$ cat config.mk
export PLATFORM = sky130hd
export DESIGN_NAME = req_priority_arbiter
export DESIGN_NICKNAME = d
export VERILOG_FILES = /design/src/rtl/req_priority_arbiter.sv
export SDC_FILE = /design/constraint.sdc
export NUM_CORES = 1
export LEC_CHECK = 0
export BUFFER_PORTS_ARGS = -buffer_cell sky130_fd_sc_hd__buf_2
export CAP_MARGIN = 15
export CELL_PAD_IN_SITES_DETAIL_PLACEMENT = 1
export CELL_PAD_IN_SITES_GLOBAL_PLACEMENT = 2
export CORE_ASPECT_RATIO = 0.75
export CORE_UTILIZATION = 24
export CTS_CLUSTER_SIZE = 24
export DETAILED_ROUTE_END_ITERATION = 10
export GPL_TIMING_DRIVEN = 0
export HOLD_SLACK_MARGIN = 0.08
export PLACE_DENSITY_LB_ADDON = 0.1
export SYNTH_ARGS = -nofsm -noshare
export SYNTH_HDL_FRONTEND = slang
export SYNTH_SLANG_ARGS = --single-unit
$ cat constraint.sdc
create_clock -name clk -period 1.85 [get_ports clk]
set_input_delay 0.2775 -clock clk [delete_from_list [all_inputs] [get_ports clk]]
set_output_delay 0.2775 -clock clk [all_outputs]
set_load 0.005 [all_outputs]
$ cat src/rtl/req_priority_arbiter.sv
// Purpose: latch request pulses into a pending set and offer the highest-index eligible one downstream.
// Latency: req sampled at edge t -> pending after t, valid after t+1; one idle cycle between grants.
// Backpressure: grant (idx/onehot) held stable while valid & ~ready; no preemption during an offer.
module req_priority_arbiter #(
    parameter int N  = 8,
    parameter int IW = $clog2(N)
) (
    input  logic          clk,
    input  logic          reset,
    input  logic [N-1:0]  req,
    input  logic [N-1:0]  mask,
    input  logic          ready,
    output logic          valid,
    output logic [IW-1:0] idx,
    output logic [N-1:0]  onehot,
    output logic [N-1:0]  pending,
    output logic          ovf,
    input  logic          ovf_clr
);

    typedef enum logic [0:0] {
        ST_IDLE  = 1'b0,
        ST_OFFER = 1'b1
    } state_t;

    state_t          state;
    state_t          state_nxt;
    logic [IW-1:0]   idx_nxt;
    logic [N-1:0]    onehot_nxt;
    logic [N-1:0]    pending_nxt;
    logic            ovf_nxt;

    logic [N-1:0]    elig;
    logic            elig_any;
    logic [IW-1:0]   sel_idx;
    logic [N-1:0]    sel_onehot;
    logic            accept;
    logic [N-1:0]    acc_clr;

    // valid comes straight from the state register, so it is a registered output
    assign valid    = (state == ST_OFFER);
    assign accept   = valid & ready;
    assign acc_clr  = accept ? onehot : '0;

    // eligibility is taken from the registered pending set, never from raw req
    assign elig     = pending & mask;
    assign elig_any = |elig;

    // highest-index eligible requester; later iterations override so bit N-1 wins
    always_comb begin
        sel_idx    = '0;
        sel_onehot = '0;
        for (int i = 0; i < N; i++) begin
            if (elig[i]) begin
                sel_idx    = IW'(i);
                sel_onehot = N'(1) << i;
            end
        end
    end

    // pending set/clear: a new request on the bit being accepted keeps it set
    always_comb begin
        pending_nxt = (pending & ~acc_clr) | req;
    end

    // sticky overflow: re-request of a bit still pending and not being retired; set beats clear
    always_comb begin
        ovf_nxt = ovf & ~ovf_clr;
        if (|(req & pending & ~acc_clr)) begin
            ovf_nxt = 1'b1;
        end
    end

    // grant FSM: capture a selection in IDLE, hold it untouched through OFFER until accepted
    always_comb begin
        state_nxt  = state;
        idx_nxt    = idx;
        onehot_nxt = onehot;
        case (state)
            ST_IDLE: begin
                onehot_nxt = '0;
                if (elig_any) begin
                    state_nxt  = ST_OFFER;
                    idx_nxt    = sel_idx;
                    onehot_nxt = sel_onehot;
                end
            end
            ST_OFFER: begin
                if (ready) begin
                    state_nxt  = ST_IDLE;
                    onehot_nxt = '0;
                end
            end
            default: begin
                state_nxt  = ST_IDLE;
                onehot_nxt = '0;
            end
        endcase
    end

    // state and output registers; reset drops any offer and all pending bits
    always_ff @(posedge clk) begin
        if (reset) begin
            state   <= ST_IDLE;
            idx     <= '0;
            onehot  <= '0;
            pending <= '0;
            ovf     <= 1'b0;
        end else begin
            state   <= state_nxt;
            idx     <= idx_nxt;
            onehot  <= onehot_nxt;
            pending <= pending_nxt;
            ovf     <= ovf_nxt;
        end
    end

endmodule

==> Implementation_results.wiki <==
{| class="wikitable"
! Metric !! Value
|-
| Run status || complete, no violations
|-
| Nets || 181
|-
| Family of cells with the greatest summed delay on the critical path || buffers and inverters
|-
| Count of maximum capacitance violations || 0
|-
| ANT cells || 0
|-
| Setup TNS || 0 ns
|-
| Synthesized flop and latch total || 21
|-
| Reg-to-reg slack, setup || 0.30 ns
|-
| Area fraction of the dominant cell type after synthesis || 45.04%
|-
| Ratio of total power to cell area || 828.2 mW/mm^2
|-
| Count of final setup violators || 0
|-
| Synthesis warning total || 0
|-
| Number of buffers and inverters on the critical path || 2
|-
| Rel. slew slack || 60.91%
|-
| Hold Path Origin || reset
|-
| Synthesized net count || 136
|-
| Post-route standard cell area excluding fillers || 0.001244 sq mm
|-
| Worst-case clock skew || 0.005340 ns
|-
| Cell-by-cell listing of the critical path || buf_2 > buf_2 > nand3_1 > a31oi_1 > a41oi_1
|-
| Number of distinct library cells after synthesis || 29
|-
| Placeable core area || 0.003685 sq mm
|-
| Peak fanout along the critical path || 10
|-
| Share of the cycle needed by the critical path after routing || 83.60%
|-
| CTS H-tree depth || 1
|-
| Io pins || 41
|-
| Number of hold-repair buffers added at the cts stage || 0
|-
| Slew Limit Fails || 0
|-
| Average via count per standard cell || 4.939
|-
| Setup repair after global routing missed its margin || false
|-
| Number of placement rows || 19
|-
| Average cell area after synthesis || 8.047 sq um
|-
| Area of all sequential standard cells || 420.4 sq um
|-
| Reg clk slew, reported paths || 0.08 ns
|-
| Number of gates given a new drive strength after cts || 0
|-
| Die height || 56.01 microns
|-
| LEAKAGE || 0.0005404 uW
|-
| Number of DRC violations after detailed-routing iteration 0 || 61
|-
| Data required time of the critical path || 1.97 ns
|-
| Leading cell types by total area after synthesis || dfxtp_1, nand3_1, a21oi_1
|-
| Worst skew pair latency || 0.26 ns
|-
| DP Area || 0.001199 sq mm
|-
| Most numerous cell in the Yosys netlist || dfxtp_1
|-
| Share of synthesized flip-flops with an asynchronous set or reset || 0%
|-
| Count of flip-flops with a built-in enable after synthesis || 0
|-
| Final Wtd Congestion || 0.7078
|-
| Total vias in the final route || 1047
|-
| Worst hold path type || in2reg
|-
| Post-synth top cells || dfxtp_1, nand3_1, a21oi_1, nor2_1, nand2_1
|-
| Antenna Nets Post-Route || 0
|-
| Most repeated library cell on the critical path || buf_2
|-
| Global Route Usage Sum || 16.79%
|-
| CTS root buf || clkbuf_8
|-
| Post-DP HPWL || 2.420 mm
|-
| PortBufs || 40
|-
| Synthesized netlist cell count || 116
|-
| Post-synthesis instance area || 933.4 sq um
|-
| Die Footprint || 0.004145 sq mm
|-
| Clock net sink count || 21
|-
| Overall Power || 1030 uW
|-
| Area added between synthesis and finish || 33.24%
|-
| # fillers || 478
|-
| First-pass GRT wire length || 5.161 mm
|-
| Wire length per cell after detailed routing || 15.22 microns
|-
| Depth of the worst register-to-register path || 5
|-
| First-pass iteration count of the detailed router || 4
|-
| Critical Path Slowest Stage Cell || dfxtp_1
|-
| Worst r2r dst || ovf
|-
| Fin. Hold Viols || 0
|-
| Final global-route overflow total || 0
|-
| Achievable Freq || 646.6 MHz
|-
| Startpoint types || flop
|-
| Instance count along the most critical hold path || 2
|-
| Worst Hold Endpoint || idx[0]
|-
| Sequential share of the synthesized area || 45.04%
|-
| Post-layout min period || 1.547 ns
|-
| Layout cell share with drive strength beyond 1 || 30.00%
|-
| Drt drc || 0
|-
| Critical path capture point type || flop
|-
| Tightest Pin Transition || 0.5863 ns
|-
| Starting utilization of the core area || 25.33%
|-
| Total routed wirelength || 3.227 mm
|-
| Number of global-route vias before repair || 991
|-
| Slowest cell delay on critical path || 0.32 ns
|-
| Buffer count from post-CTS setup fixing || 0
|-
| Die outline width || 74.01 microns
|-
| Combined area of the multi-input logic cells || 475.5 sq um
|-
| TritonCTS clock tree || built
|-
| Data arrival time of the critical path || 1.67 ns
|-
| TritonCTS Buffers || 3
|-
| Antenna violations before repair || 0
|-
| Maximum number of pins on one net before global-route repair || 12
|-
| Reg2Reg Launch Point || valid
|-
| Highest ir drop seen on vdd || 0.3019 mV
|-
| Most used DFF post-synth || dfxtp_1
|-
| Maximum buffer depth of the clock tree || 2
|-
| WS Path Type || reg2reg
|-
| Cell type with the highest aggregate area in the netlist || dfxtp_1
|}
-- flip-flops by register name (all words and copies together), names as in the netlist --
| name | cells |
|---|---|
| ovf | 1 |
| idx | 3 |
| onehot | 8 |
| pending | 8 |
| valid | 1 |
-- worst max-delay path by stage --
stage / start / endpoint / slack (ns) / cells past startpoint
after CTS: valid / ovf / 0.34 / 5
after detailed placement: ready / ovf / 0.29 / 6
final: valid / ovf / 0.30 / 5
after global placement: ready / ovf / 0.32 / 6
after floorplan: pending[2] / idx[1] / 0.52 / 4
after global routing: valid / ovf / 0.21 / 5
-- cell type report --
type / instances / share of cell area (%)
multi-input combinational: 86 / 38.23
sequential: 21 / 33.80
timing repair buffer: 40 / 16.10
tap: 52 / 5.231
clock buffer: 4 / 3.622
buffer: 6 / 2.113
inverter: 3 / 0.9054
-- per-layer routing --
| layer | vias up | part of all wire [%] | track usage (%) |
|---|---|---|---|
| met2 | 23 | 46 | 25.97 |
| met1 | 505 | 48 | 22.72 |
| met3 | 5 | 4.2 | 4.710 |
| met5 | - | 0 | 0 |
| li1 | 514 | - | - |
| met4 | 0 | 1.4 | 4.396 |
-- power breakdown --
part	switching, uW	internal [uW]
Combinational	116	88.5
Clock	160	154
Sequential	29.0	483
Total	305	725
-- kinds of logic (layout without fill, tap and decap cells) --
group | count (synthesis) | count (layout) | share of synthesized area [%]
and+or+nand+nor | 53 | 53 | 26.67
AOI/OAI and AO/OA | 32 | 32 | 23.19
DFF | 21 | 21 | 45.04
buffers and inverters | 9 | 53 | 4.021
muxes | 1 | 1 | 1.072
-- through the flow --
| step | instances | util [%] | worst slack, ns | hold WS [ns] |
|---|---|---|---|---|
| final | 212 | 33.75 | 0.3034 | 0.1947 |
| after floorplan | 116 | - | 0.5186 | 0.3568 |
| after global placement | 208 | 32.53 | 0.3170 | 0.4570 |
| after global routing | 212 | 33.75 | 0.2115 | 0.2060 |
| after CTS | 212 | 33.75 | 0.3361 | 0.1921 |
| after detailed placement | 208 | 32.53 | 0.2871 | 0.4683 |
-- layout by cell type (no fill, tap or decap), drive strengths merged, types with 3 or more instances in the layout --
cell type / instances
nand2: 12
inv: 3
buf: 43
a22oi: 4
nor2: 15
dfxtp: 21
a21oi: 15
clkbuf: 7
nand3: 16
No activity file was read; power rests on OpenSTA's default activity.
